$ cat config.mk
export PLATFORM = sky130hd
export DESIGN_NAME = control_pipe
export DESIGN_NICKNAME = d
export VERILOG_FILES = /design/src/rtl/control_pipe.sv
export SDC_FILE = /design/constraint.sdc
export NUM_CORES = 1
export LEC_CHECK = 0
export ABC_AREA = 1
export CAP_MARGIN = 20
export CORE_ASPECT_RATIO = 1.2
export CORE_UTILIZATION = 45
export DETAILED_ROUTE_END_ITERATION = 8
export PLACE_DENSITY = 0.86
export SLEW_MARGIN = 20
export SYNTH_ARGS = -nofsm -noshare
export SYNTH_HDL_FRONTEND = slang
export SYNTH_SLANG_ARGS = --single-unit
$ cat constraint.sdc
create_clock -name clk -period 5.3 [get_ports clk]
set_input_delay 0.795 -clock clk [delete_from_list [all_inputs] [get_ports clk]]
set_output_delay 0.795 -clock clk [all_outputs]
set_load 0.02 [all_outputs]
$ cat src/rtl/control_pipe.sv
// control_pipe: RV32I decode/control unit with a STAGES-deep registered
// pipeline, valid/ready handshaking, flush, and a saturating counter of
// retired illegal instructions.
module control_pipe #(
  parameter int AWIDTH = 32,
  parameter int STAGES = 1,
  parameter int ICNT_W = 8
) (
  input  logic              clk,
  input  logic              reset_n,
  input  logic              valid_i,
  output logic              ready_o,
  input  logic [31:0]       insn_i,
  input  logic [AWIDTH-1:0] pc_i,
  input  logic              flush_i,
  output logic              valid_o,
  input  logic              ready_i,
  output logic [AWIDTH-1:0] pc_o,
  output logic [31:0]       insn_o,
  output logic [4:0]        rd_o,
  output logic [4:0]        rs1_o,
  output logic [4:0]        rs2_o,
  output logic              pcsel_o,
  output logic              immsel_o,
  output logic              regwren_o,
  output logic              rs1sel_o,
  output logic              rs2sel_o,
  output logic              memren_o,
  output logic              memwren_o,
  output logic [1:0]        wbsel_o,
  output logic [3:0]        alusel_o,
  output logic              illegal_o,
  output logic [ICNT_W-1:0] illcnt_o
);

  if (STAGES < 1 || STAGES > 4) begin : g_bad_stages
    $fatal(1, "control_pipe: STAGES must be in 1..4");
  end

  // ALU operation codes
  localparam logic [3:0] ALU_ADD   = 4'd0;
  localparam logic [3:0] ALU_SUB   = 4'd1;
  localparam logic [3:0] ALU_SLL   = 4'd2;
  localparam logic [3:0] ALU_SLT   = 4'd3;
  localparam logic [3:0] ALU_SLTU  = 4'd4;
  localparam logic [3:0] ALU_XOR   = 4'd5;
  localparam logic [3:0] ALU_SRL   = 4'd6;
  localparam logic [3:0] ALU_SRA   = 4'd7;
  localparam logic [3:0] ALU_OR    = 4'd8;
  localparam logic [3:0] ALU_AND   = 4'd9;
  localparam logic [3:0] ALU_LUI   = 4'd10;
  localparam logic [3:0] ALU_AUIPC = 4'd11;

  localparam logic [1:0] WB_ALU = 2'b00;
  localparam logic [1:0] WB_MEM = 2'b01;
  localparam logic [1:0] WB_PC4 = 2'b10;

  localparam logic [6:0] OP_R      = 7'b0110011;
  localparam logic [6:0] OP_I      = 7'b0010011;
  localparam logic [6:0] OP_LOAD   = 7'b0000011;
  localparam logic [6:0] OP_STORE  = 7'b0100011;
  localparam logic [6:0] OP_BRANCH = 7'b1100011;
  localparam logic [6:0] OP_JAL    = 7'b1101111;
  localparam logic [6:0] OP_JALR   = 7'b1100111;
  localparam logic [6:0] OP_LUI    = 7'b0110111;
  localparam logic [6:0] OP_AUIPC  = 7'b0010111;

  typedef struct packed {
    logic [AWIDTH-1:0] pc;
    logic [31:0]       insn;
    logic              pcsel;
    logic              immsel;
    logic              regwren;
    logic              rs1sel;
    logic              rs2sel;
    logic              memren;
    logic              memwren;
    logic [1:0]        wbsel;
    logic [3:0]        alusel;
    logic              illegal;
  } ctl_t;

  ctl_t              dec;
  ctl_t              pipe_q [STAGES];
  ctl_t              out_m;
  logic [STAGES-1:0] stage_vld;
  logic [STAGES-1:0] vld_nxt;
  logic [STAGES:0]   vld_src;
  logic [STAGES-1:0] ld;
  logic [3:0]        alu_f3;

  // funct3 -> ALU op; insn[30] picks SUB/SRA, gated per opcode below
  always_comb begin
    alu_f3 = ALU_ADD;
    unique case (insn_i[14:12])
      3'b000: alu_f3 = ALU_ADD;
      3'b001: alu_f3 = ALU_SLL;
      3'b010: alu_f3 = ALU_SLT;
      3'b011: alu_f3 = ALU_SLTU;
      3'b100: alu_f3 = ALU_XOR;
      3'b101: alu_f3 = insn_i[30] ? ALU_SRA : ALU_SRL;
      3'b110: alu_f3 = ALU_OR;
      3'b111: alu_f3 = ALU_AND;
      default: alu_f3 = ALU_ADD;
    endcase
  end

  // Combinational decode of the incoming instruction word
  always_comb begin
    dec         = '0;
    dec.pc      = pc_i;
    dec.insn    = insn_i;
    dec.wbsel   = WB_ALU;
    dec.alusel  = ALU_ADD;
    case (insn_i[6:0])
      OP_R: begin
        dec.regwren = 1'b1;
        dec.alusel  = (insn_i[14:12] == 3'b000 && insn_i[30]) ? ALU_SUB : alu_f3;
      end
      OP_I: begin
        {dec.immsel, dec.regwren, dec.rs2sel} = 3'b111;
        // ADDI has no subtract form; insn[30] only matters for SRAI
        dec.alusel = alu_f3;
      end
      OP_LOAD: begin
        {dec.immsel, dec.regwren, dec.rs2sel, dec.memren} = 4'b1111;
        dec.wbsel = WB_MEM;
      end
      OP_STORE: begin
        {dec.immsel, dec.rs2sel, dec.memwren} = 3'b111;
      end
      OP_BRANCH: begin
        dec.immsel = 1'b1;
        dec.alusel = ALU_SUB;
      end
      OP_JAL: begin
        {dec.pcsel, dec.immsel, dec.regwren, dec.rs1sel, dec.rs2sel} = 5'b11111;
        dec.wbsel = WB_PC4;
      end
      OP_JALR: begin
        {dec.pcsel, dec.immsel, dec.regwren, dec.rs2sel} = 4'b1111;
        dec.wbsel = WB_PC4;
      end
      OP_LUI: begin
        {dec.immsel, dec.regwren, dec.rs1sel, dec.rs2sel} = 4'b1111;
        dec.alusel = ALU_LUI;
      end
      OP_AUIPC: begin
        {dec.immsel, dec.regwren, dec.rs1sel, dec.rs2sel} = 4'b1111;
        dec.alusel = ALU_AUIPC;
      end
      default: dec.illegal = 1'b1;
    endcase
  end

  // A stage may load when it or any stage downstream has a hole, or the
  // consumer takes the output; this collapses bubbles under a stall
  always_comb begin
    logic hole;
    hole = ready_i;
    ld   = '0;
    for (int k = STAGES - 1; k >= 0; k--) begin
      hole  = hole || !stage_vld[k];
      ld[k] = hole;
    end
  end

  assign ready_o = ld[0];
  assign vld_src = {stage_vld, valid_i};

  // Next valid bit per stage: take upstream valid on load, else hold
  always_comb begin
    vld_nxt = stage_vld;
    for (int k = 0; k < STAGES; k++)
      if (ld[k]) vld_nxt[k] = vld_src[k];
  end

  // Valid bits: reset and flush clear the whole pipe, flush beats accept
  always_ff @(posedge clk) begin
    if (!reset_n)     stage_vld <= '0;
    else if (flush_i) stage_vld <= '0;
    else              stage_vld <= vld_nxt;
  end

  // Payload registers, not reset; outputs are masked while invalid
  always_ff @(posedge clk) begin
    for (int k = 0; k < STAGES; k++)
      if (ld[k]) pipe_q[k] <= (k == 0) ? dec : pipe_q[(k == 0) ? 0 : k - 1];
  end

  assign valid_o = stage_vld[STAGES-1];
  assign out_m   = valid_o ? pipe_q[STAGES-1] : '0;

  // Saturating count of illegal instructions handed downstream
  always_ff @(posedge clk) begin
    if (!reset_n)
      illcnt_o <= '0;
    else if (valid_o && ready_i && out_m.illegal && (illcnt_o != {ICNT_W{1'b1}}))
      illcnt_o <= illcnt_o + 1'b1;
  end

  assign pc_o      = out_m.pc;
  assign insn_o    = out_m.insn;
  assign rd_o      = out_m.insn[11:7];
  assign rs1_o     = out_m.insn[19:15];
  assign rs2_o     = out_m.insn[24:20];
  assign pcsel_o   = out_m.pcsel;
  assign immsel_o  = out_m.immsel;
  assign regwren_o = out_m.regwren;
  assign rs1sel_o  = out_m.rs1sel;
  assign rs2sel_o  = out_m.rs2sel;
  assign memren_o  = out_m.memren;
  assign memwren_o = out_m.memwren;
  assign wbsel_o   = out_m.wbsel;
  assign alusel_o  = out_m.alusel;
  assign illegal_o = out_m.illegal;

endmodule

==> results.md <==
* Vias in the first global route at 2801
* Register area share after synthesis at 65.4%
* Initial core utilization at 46.7%
* Vias/cell at 4.46
* Top-area cell type share of the netlist area at 60.7%
* Global-route wire length before repair at 13000 um
* IO Pins at 172
* Clock Sinks at 86
* GRT Residual Overflow at 0
* Crit. End Element: output port
* Reg-to-reg slack, setup at 3150 ps
* # rows at 36
* Top post-synthesis cells by area: edfxtp_1 61%, nand2_1 11%, inv_1 9.9%
* Worst R2R Path Depth at 7
* Area Growth Syn to Fin at 48.6%
* Core region area at 0.00815 mm2
* Syn Inst Count at 389
* CTS resizes at 0
* Post-synth top area cell: edfxtp_1
* Syn nets at 459
* Final setup fails at 0
* Most frequent cells in the layout: 171 x clkdlybuf4s50_1, 112 x nand2_1, 100 x inv_1, 77 x edfxtp_1, 24 x nor2_1
* Ys flop type: edfxtp_1
* Share of cells above drive strength 1 at 4.18%
* Clock root cell: clkbuf_8
* Mapped cell area at 0.00381 mm2
* Final setup TNS at 0 ps
* DRT Pass-1 Iters at 4
* Startpoint Class: flop
* Die height at 103 um
* GRT Total Usage at 19.5%
* Starting DRC count in detailed routing at 121
* Post-CTS Setup Inserts at 0
* Layout Nets at 617
* Die area at 0.00884 mm2
* Status: finished, final reports clean
* Worst skew pair latency at 350 ps
* Crit Path Class: flop to output port
* Hold_buf cts at 0
* Most common cell after layout, fill and taps aside: clkdlybuf4s50_1
* Reg2reg end: illcnt_o[7]$_SDFFE_PN0P_
* Max-cap violations at 0
* Routed len/inst at 13.4 um
* Yosys reg bits at 86
* YS warnings at 0
* DRT antenna net count at 0
* CP Max Fanout at 41
* Routability congestion estimate at 0.873
* Tmin final at 3310 ps
* Slew Limit Fails at 0
* HP Class: flop to flop
* Worst Clk Skew at 9.97 ps
* Die width at 86.0 um
* Worst slew pin tran at 967 ps
* Leak Pwr at 2.74 nW
* Peak supply drop at 137 uV
* CP Data Arrival Time at 2510 ps
* Final worst path period share at 62.4%
* Number of synthesized flops with an enable pin at 77
* Initial antenna violation count at 0
* Final Hold Vio Count at 0
* PwrDens at 234 mW/mm2
* Hpwl dp at 6660 um
* FFs w/ async S/R, synth at 0%
* H-tree levels at 3
* Largest net degree at the start of global routing at 78
* Maximum clock path buffer count at 2
* # port buffers at 171
* WP data required at 4510 ps
* CTS tree: yes
* Fmax at 302 MHz
* Post-route insts no fill at 664
* Routed Wire Length at 8920 um
* Layout Utilization at 69.4%
* Hold Path End: illcnt_o[1]$_SDFFE_PN0P_
* Reg clk slew, reported paths at 70 ps
* # diodes at 0
* RSZ-0062 raised after global routing: false
* Distinct cells, synth at 26
* Vias at 2964
* Total CTS buffers at 9
* DRC Markers at 0
* Placed insts at 650
* Relative slew margins at 35.5%
* Launch point of the worst reg-to-reg path: valid_o$_SDFFE_PP0P_
* Synthesized area per cell at 9.79 um2
* Cells on Worst Hold Path at 2
* Hold wc startpoint: illcnt_o[1]$_SDFFE_PN0P_
* Power, Total at 1.32 mW
-- synth_stat cells, types with 2 or more instances --
master    instances
nand2_1         113
inv_1           100
edfxtp_1         77
nor2_1           24
buf_4            17
nand3_1          13
dfxtp_1           9
a21oi_1           5
clkbuf_1          5
buf_2             3
nand4_1           3
o21ai_0           3
nand2_2           2
nand2_4           2
nor3_1            2
-- how the worst max path moves through the flow --
stage                    startpoint    endpoint  slack (ps)  cells after the start
2_1_floorplan               ready_i     ready_o        1850                      2
3_3_place_gp   valid_o$_SDFFE_PP0P_   illegal_o        2400                      4
3_5_place_dp   valid_o$_SDFFE_PP0P_   illegal_o        2350                      4
4_1_cts        valid_o$_SDFFE_PP0P_   illegal_o        1940                      4
5_1_grt        valid_o$_SDFFE_PP0P_  wbsel_o[1]        1820                      4
6_report       valid_o$_SDFFE_PP0P_  wbsel_o[1]        1990                      4
-- cell families (layout without fill, tap and decap cells) --
logic type / Yosys count / count (layout) / synth area share (%)
AOI/OAI and AO/OA: 10 / 10 / 1.48
xor gates and xnor gates: 1 / 1 / 0.230
adders and majority gates: 1 / 1 / 0.328
buffers and inverters: 126 / 287 / 14.4
DFF: 86 / 86 / 65.4
and+or+nand+nor: 165 / 165 / 18.2
-- metal layers --
metal / vias to the layer above / wire length [um] / track usage, %
met4: 0 / 212 / 9.62
met2: 78 / 5160 / 38.2
met5: - / 0 / 0
met3: 14 / 284 / 2.64
li1: 1483 / - / -
met1: 1389 / 3270 / 20.3
-- flip-flops by register name (all words and copies together) (netlist names) --
signal    cells
pipe_q       77
illcnt_o      8
valid_o       1
-- report_power, final --
| group | switching, mW | internal [mW] |
|---|---|---|
| clock | 0.213 | 0.162 |
| sequential | 0.0149 | 0.776 |
| combinational | 0.0721 | 0.0863 |
-- critical path, stage by stage (launching register included) --
cell	delay (ps)
dfxtp_2	840
buf_4	490
nand2_1	90
inv_1	90
clkdlybuf4s50_1	630
-- layout make-up --
type	instances	area, um2
Sequential cell	86	2490
Fill cell	619	2490
Timing Repair Buffer	173	1730
Multi-Input combinational cell	177	777
Inverter	100	375
Tap cell	114	143
Clock buffer	11	131
Clock inverter	3	13.8
-- through the flow --
stage          hold WS, ps  setup slack, ps  cell area (um2)
2_1_floorplan          562             1850             3810
3_3_place_gp           491             2400             5520
3_5_place_dp           507             2350             5520
4_1_cts                519             1940             5660
5_1_grt                545             1820             5660
6_report               514             1990             5660
Note: power is estimated with default switching activity, not from simulation.
